[src/rtl/rtc_bus_pkg.sv]
// Shared definitions for the RTC bus writer: FSM states, register map and item indexing.
// Items 0..8 are the clock/timer registers in habilita bit order; 9 and 10 are the two commits.
package rtc_bus_pkg;

   typedef enum logic [3:0] {
      S_IDLE,
      S_SELECT,
      S_A_SETUP,
      S_A_STROBE,
      S_A_HOLD,
      S_D_SETUP,
      S_D_STROBE,
      S_D_HOLD,
      S_DONE
   } state_t;

   localparam logic [7:0] ADDR_ANO       = 8'h26;
   localparam logic [7:0] ADDR_MES       = 8'h25;
   localparam logic [7:0] ADDR_DIA       = 8'h24;
   localparam logic [7:0] ADDR_HORA      = 8'h23;
   localparam logic [7:0] ADDR_MIN       = 8'h22;
   localparam logic [7:0] ADDR_SEG       = 8'h21;
   localparam logic [7:0] ADDR_HT        = 8'h43;
   localparam logic [7:0] ADDR_MT        = 8'h42;
   localparam logic [7:0] ADDR_ST        = 8'h41;
   localparam logic [7:0] ADDR_CMD_TIME  = 8'hF1;
   localparam logic [7:0] ADDR_CMD_TIMER = 8'hF2;
   localparam logic [7:0] CMD_DATA       = 8'h00;

   localparam int HAB_ANO  = 0;
   localparam int HAB_MES  = 1;
   localparam int HAB_DIA  = 2;
   localparam int HAB_HORA = 3;
   localparam int HAB_MIN  = 4;
   localparam int HAB_SEG  = 5;
   localparam int HAB_HT   = 6;
   localparam int HAB_MT   = 7;
   localparam int HAB_ST   = 8;

   localparam int NUM_REGS       = 9;
   localparam int NUM_ITEMS      = 11;
   localparam int ITEM_CMD_TIME  = 9;
   localparam int ITEM_CMD_TIMER = 10;

   function automatic logic [7:0] item_addr(input logic [3:0] idx);
      case (idx)
         4'd0:    return ADDR_ANO;
         4'd1:    return ADDR_MES;
         4'd2:    return ADDR_DIA;
         4'd3:    return ADDR_HORA;
         4'd4:    return ADDR_MIN;
         4'd5:    return ADDR_SEG;
         4'd6:    return ADDR_HT;
         4'd7:    return ADDR_MT;
         4'd8:    return ADDR_ST;
         4'd9:    return ADDR_CMD_TIME;
         4'd10:   return ADDR_CMD_TIMER;
         default: return 8'h00;
      endcase
   endfunction

   // Lowest set bit wins, which yields registers first, then date/time, then timer commit.
   function automatic logic [3:0] lowest_pending(input logic [NUM_ITEMS-1:0] pend);
      logic [3:0] idx;
      idx = 4'd0;
      for (int i = NUM_ITEMS - 1; i >= 0; i--) begin
         if (pend[i]) idx = 4'(i);
      end
      return idx;
   endfunction

endpackage

[src/rtl/rtc_bus_phase_timer.sv]
// Loadable down-counter timing one bus sub-phase; o_tc is high while the count sits at zero.
module rtc_bus_phase_timer #(
   parameter int W = 8
) (
   input  logic         clk,
   input  logic         reset,
   input  logic         i_load,
   input  logic [W-1:0] i_load_val,
   output logic         o_tc
);

   logic [W-1:0] r_cnt;

   always_ff @(posedge clk) begin
      if (!reset) begin
         r_cnt <= '0;
      end else if (i_load) begin
         r_cnt <= i_load_val;
      end else if (r_cnt != '0) begin
         r_cnt <= r_cnt - 1'b1;
      end
   end

   assign o_tc = (r_cnt == '0);

endmodule

[src/rtl/rtc_bus_writer.sv]
// Write-side bus master for the RTC chip: snapshots values and mask on start, then walks
// each enabled register and commit through address and data phases on the muxed AD bus.
module rtc_bus_writer
   import rtc_bus_pkg::*;
#(
   parameter int PHASE_CYC = 4,
   parameter int ADDR_W    = 8
) (
   input  logic              clk,
   input  logic              reset,
   input  logic              start,
   input  logic [8:0]        habilita,
   input  logic [7:0]        ano,
   input  logic [7:0]        mes,
   input  logic [7:0]        dia,
   input  logic [7:0]        hora,
   input  logic [7:0]        min,
   input  logic [7:0]        seg,
   input  logic [7:0]        ht,
   input  logic [7:0]        mt,
   input  logic [7:0]        st,
   output logic [ADDR_W-1:0] ad_out,
   output logic              ad_oe,
   output logic              cs_n,
   output logic              wr_n,
   output logic              rd_n,
   output logic              a_d,
   output logic              busy,
   output logic              listo_es,
   output logic [3:0]        dbg_state
);

   localparam logic [7:0] PHASE_LOAD = 8'(PHASE_CYC - 1);

   state_t                 r_state;
   state_t                 w_next;
   logic [NUM_ITEMS-1:0]   r_pend;
   logic [3:0]             r_sel;
   logic [7:0]             r_val [NUM_REGS];
   logic                   w_load;
   logic                   w_tc;
   logic [7:0]             w_addr;
   logic [7:0]             w_data;

   rtc_bus_phase_timer #(.W(8)) u_timer (
      .clk        (clk),
      .reset      (reset),
      .i_load     (w_load),
      .i_load_val (PHASE_LOAD),
      .o_tc       (w_tc)
   );

   always_ff @(posedge clk) begin
      if (!reset) begin
         r_state <= S_IDLE;
         r_pend  <= '0;
         r_sel   <= '0;
      end else begin
         r_state <= w_next;
         if (r_state == S_IDLE && start) begin
            r_pend <= {|habilita[HAB_ST:HAB_HT], |habilita[HAB_SEG:HAB_ANO], habilita};
         end else if (r_state == S_D_HOLD && w_tc) begin
            r_pend[r_sel] <= 1'b0;
         end
         if (r_state == S_SELECT) r_sel <= lowest_pending(r_pend);
      end
   end

   // Snapshot only; contents are meaningless until the first accepted start.
   always_ff @(posedge clk) begin
      if (r_state == S_IDLE && start) begin
         r_val[HAB_ANO]  <= ano;
         r_val[HAB_MES]  <= mes;
         r_val[HAB_DIA]  <= dia;
         r_val[HAB_HORA] <= hora;
         r_val[HAB_MIN]  <= min;
         r_val[HAB_SEG]  <= seg;
         r_val[HAB_HT]   <= ht;
         r_val[HAB_MT]   <= mt;
         r_val[HAB_ST]   <= st;
      end
   end

   always_comb begin
      w_addr = item_addr(r_sel);
      case (r_sel)
         4'd0:    w_data = r_val[0];
         4'd1:    w_data = r_val[1];
         4'd2:    w_data = r_val[2];
         4'd3:    w_data = r_val[3];
         4'd4:    w_data = r_val[4];
         4'd5:    w_data = r_val[5];
         4'd6:    w_data = r_val[6];
         4'd7:    w_data = r_val[7];
         4'd8:    w_data = r_val[8];
         default: w_data = CMD_DATA;
      endcase
   end

   always_comb begin
      w_next   = r_state;
      w_load   = 1'b0;
      cs_n     = 1'b1;
      wr_n     = 1'b1;
      a_d      = 1'b0;
      ad_oe    = 1'b0;
      ad_out   = '0;
      busy     = 1'b1;
      listo_es = 1'b0;
      case (r_state)
         S_IDLE: begin
            busy = 1'b0;
            if (start) w_next = S_SELECT;
         end
         S_SELECT: begin
            if (r_pend == '0) begin
               w_next = S_DONE;
            end else begin
               w_next = S_A_SETUP;
               w_load = 1'b1;
            end
         end
         S_A_SETUP, S_A_STROBE, S_A_HOLD: begin
            cs_n   = 1'b0;
            ad_oe  = 1'b1;
            ad_out = ADDR_W'(w_addr);
            wr_n   = (r_state != S_A_STROBE);
            if (w_tc) begin
               w_load = 1'b1;
               w_next = (r_state == S_A_SETUP)  ? S_A_STROBE :
                        (r_state == S_A_STROBE) ? S_A_HOLD : S_D_SETUP;
            end
         end
         S_D_SETUP, S_D_STROBE, S_D_HOLD: begin
            cs_n   = 1'b0;
            ad_oe  = 1'b1;
            a_d    = 1'b1;
            ad_out = ADDR_W'(w_data);
            wr_n   = (r_state != S_D_STROBE);
            if (w_tc) begin
               w_load = (r_state != S_D_HOLD);
               w_next = (r_state == S_D_SETUP)  ? S_D_STROBE :
                        (r_state == S_D_STROBE) ? S_D_HOLD : S_SELECT;
            end
         end
         S_DONE: begin
            busy     = 1'b0;
            listo_es = 1'b1;
            w_next   = S_IDLE;
         end
         default: w_next = S_IDLE;
      endcase
   end

   assign rd_n      = 1'b1;
   assign dbg_state = 4'(r_state);

endmodule

[config.mk]
export PLATFORM = sky130hd
export DESIGN_NAME = rtc_bus_writer
export DESIGN_NICKNAME = d
export VERILOG_FILES = /design/src/rtl/rtc_bus_pkg.sv /design/src/rtl/rtc_bus_phase_timer.sv /design/src/rtl/rtc_bus_writer.sv
export SDC_FILE = /design/constraint.sdc
export NUM_CORES = 1
export LEC_CHECK = 0
export ABC_AREA = 1
export CORE_ASPECT_RATIO = 0.8
export CORE_MARGIN = 2
export CORE_UTILIZATION = 54
export DETAILED_ROUTE_END_ITERATION = 10
export PLACE_DENSITY = 0.87
export SYNTH_ARGS = -nofsm -noshare
export SYNTH_HDL_FRONTEND = slang
export SYNTH_HIERARCHICAL = 1
export SYNTH_SLANG_ARGS = --single-unit
[constraint.sdc]
create_clock -name clk -period 6.7 [get_ports clk]
set_input_delay 0.67 -clock clk [delete_from_list [all_inputs] [get_ports clk]]
set_output_delay 0.67 -clock clk [all_outputs]
set_load 0.05 [all_outputs]
==> flow_summary.yaml <==
run_status:
  status: "completed"
floorplan:
  dieArea_um2: 9340
  core_um2: 8410
  pin_count: 103
  die_w_um: 108
  start_util: 0.551
  rows: 30
  dieHeight_um: 86.8
cts:
  cts.sinks: 105
  tritoncts: "built"
  cts_setup_buffers: 0
  htreeDepth: 3
  path_clk_slew_ns: 0.10
  cts_resized: 0
  ctsHoldBuffers: 0
  cts_made_buffers: 9
  cts_buffer_depth: 2
  clkLatencyLatePin_ns: 0.38
  clock-root-buffer: "clkbuf_8"
placed_design:
  port_buffers: 101
  hpwl_um: 8370
  gp_congestion: 0.942
  dp_cells: 691
worst_setup_path:
  critPathLaunchType: "register"
  end_kind: "output pin"
  cp.arrival_ns: 3.42
  crit_fanout: 11
  cp_data_required_time_ns: 6.03
  path_class: "register to output pin"
yosys:
  ys_seq_area_frac: 0.610
  synth.distinct_cells: 39
  synthTopCellsByArea: "edfxtp_1, dfxtp_1, nand2_1"
  netlist_area_um2: 4630
  synth_flop_cell: "edfxtp_1"
  netlist_instances: 482
  syn_avg_cell_area_um2: 9.61
  async_reset_ff_frac: 0
  yosysWarnings: 6
  synth.largest_area_cell: "edfxtp_1"
  synth_seq_cells: 105
  synth_top_area_share: 0.467
  synth_edf_count: 72
timing:
  max_freq_mhz: 244
  fin_tns_setup_ns: 0
  fin_crit_sh: 0.611
  hold_viol: 0
  period_minus_slack_ns: 4.09
  setup-violations-final: 0
  tightest_slew_ns: 1.07
  grt_setup_unrepaired: "false"
  whs_ns: 0.486
  slew_viol_final: 0
  maxSlewHeadroom: 0.282
  final.setup_skew_ns: 0.0121
route:
  drtAntennaViolNets: 0
  drt_iter0_drc: 324
  via_per_inst: 5.42
  num_vias: 3831
  finalWirelength_um: 11300
  firstDrtPassIters: 6
  wl_per_cell_um: 15.9
  drc: 0
cells_and_area:
  syn2layout_area_growth_pct: 28.2
  nFillCells: 599
  antennaDiodeCount: 0
  nNetsFinal: 678
  layoutNonFillerInstCount: 707
  regArea_um2: 2820
  multi_input_area_um2: 1560
  drive_gt1_frac: 0.0723
  layout_commonest_cell: "nand2_1"
  mostFrequentLayoutCells: "nand2_1, clkdlybuf4s50_1, edfxtp_1"
power_and_ir_drop:
  p_per_area_nw_per_um2: 455
  power_leakage_nw: 2.36
  max-vdd-ir-drop_uv: 281
grt:
  gr-total-overflow: 0
  grt_usage: 0.254
  grt_pass1_vias: 3792
  grt_max_degree: 73
  antenna_found_initial: 0
  grt_pass1_wl_um: 18000
job:
  max_cap_viol_count: 0
min_path:
  hp-class: "register to register"
## metal layers
| layer | routed length (um) | vias up | global-route usage |
|---|---|---|---|
| li1 | - | 1846 | - |
| met1 | 4570 | 1758 | 0.332 |
| met2 | 5420 | 199 | 0.429 |
| met3 | 1040 | 28 | 0.0466 |
| met4 | 244 | 0 | 0.0874 |
| met5 | 0 | - | 0 |
## cells in the mapped netlist (all sizes together), types with 2 or more instances
cell    count
inv        53
a31oi       5
nor2       48
conb        2
buf        10
edfxtp     72
nand3      43
a221oi      6
o31ai       2
nand2     115
xnor2       2
ha          4
nand4       5
clkbuf      3
dfxtp      33
a21oi      23
o21ai      35
nor3        9
nand3b      2
a211oi      2
## cell families (layout without fill, tap and decap cells)
| logic type | Yosys count | after routing | synth area share |
|---|---|---|---|
| flops | 105 | 105 | 0.610 |
| fa+ha+maj | 4 | 4 | 0.0108 |
| compound gates | 79 | 79 | 0.101 |
| other cells | 2 | 9 | 0.00162 |
| simple gates | 223 | 223 | 0.213 |
| buf+inv | 66 | 172 | 0.0584 |
| xor+xnor | 3 | 3 | 0.00568 |
## through the flow
| stage | instance area (um2) | power [mW] | util | setup slack, ns |
|---|---|---|---|---|
| 4_1_cts | 5940 | 2.69 | 0.706 | 2.71 |
| 5_1_grt | 5940 | 2.87 | 0.706 | 2.45 |
| 6_report | 5940 | 2.70 | 0.706 | 2.61 |
| 2_1_floorplan | 4660 | 1.96 | - | 3.37 |
| 3_5_place_dp | 5750 | 2.32 | 0.684 | 3.11 |
| 3_3_place_gp | 5750 | 2.28 | 0.684 | 3.26 |
## flip-flops by register name, indices dropped and copies added (netlist names)
signal	cells
r_val	72
r_pend	11
u_timer/r_cnt	8
w_addr	6
dbg_state	4
r_sel	4
## critical path, stage by stage, from the launching register on
cell	delay, ns
dfxtp_1	0.41
inv_1	0.08
nor2_1	0.73
nand2_1	0.18
inv_1	0.30
nand2_1	0.10
o2111ai_1	0.10
nand3b_1	0.13
nand2_1	0.06
o21ai_0	0.11
clkdlybuf4s50_1	0.85
## power breakdown
| part | internal [mW] | switching, mW |
|---|---|---|
| clock | 0.142 | 0.226 |
| sequential | 0.954 | 0.117 |
| combinational | 0.392 | 0.872 |
## layout make-up
class / count / area share
clock buffer: 9 / 0.0209
clock inverter: 7 / 0.0101
inverter: 53 / 0.0339
multi-input combinational: 318 / 0.263
sequential: 105 / 0.475
tap: 112 / 0.0236
timing repair buffer: 103 / 0.173
## worst paths after layout
| path | from | to | slack [ns] | cells past startpoint |
|---|---|---|---|---|
| worst max register to register | dbg_state[0]$_SDFFE_PN0P_ | u_timer/r_cnt[1]$_SDFFE_PN0P_ | 4.00 | 10 |
| worst max-delay path | r_sel[0]$_SDFFE_PN0P_ | ad_out[7] | 2.61 | 10 |
| worst min-delay path | r_pend[5]$_SDFFE_PN0P_ | r_pend[5]$_SDFFE_PN0P_ | 0.49 | 2 |
| worst min register to register | r_pend[5]$_SDFFE_PN0P_ | r_pend[5]$_SDFFE_PN0P_ | 0.49 | 2 |
(Power assumes the default switching activity.)
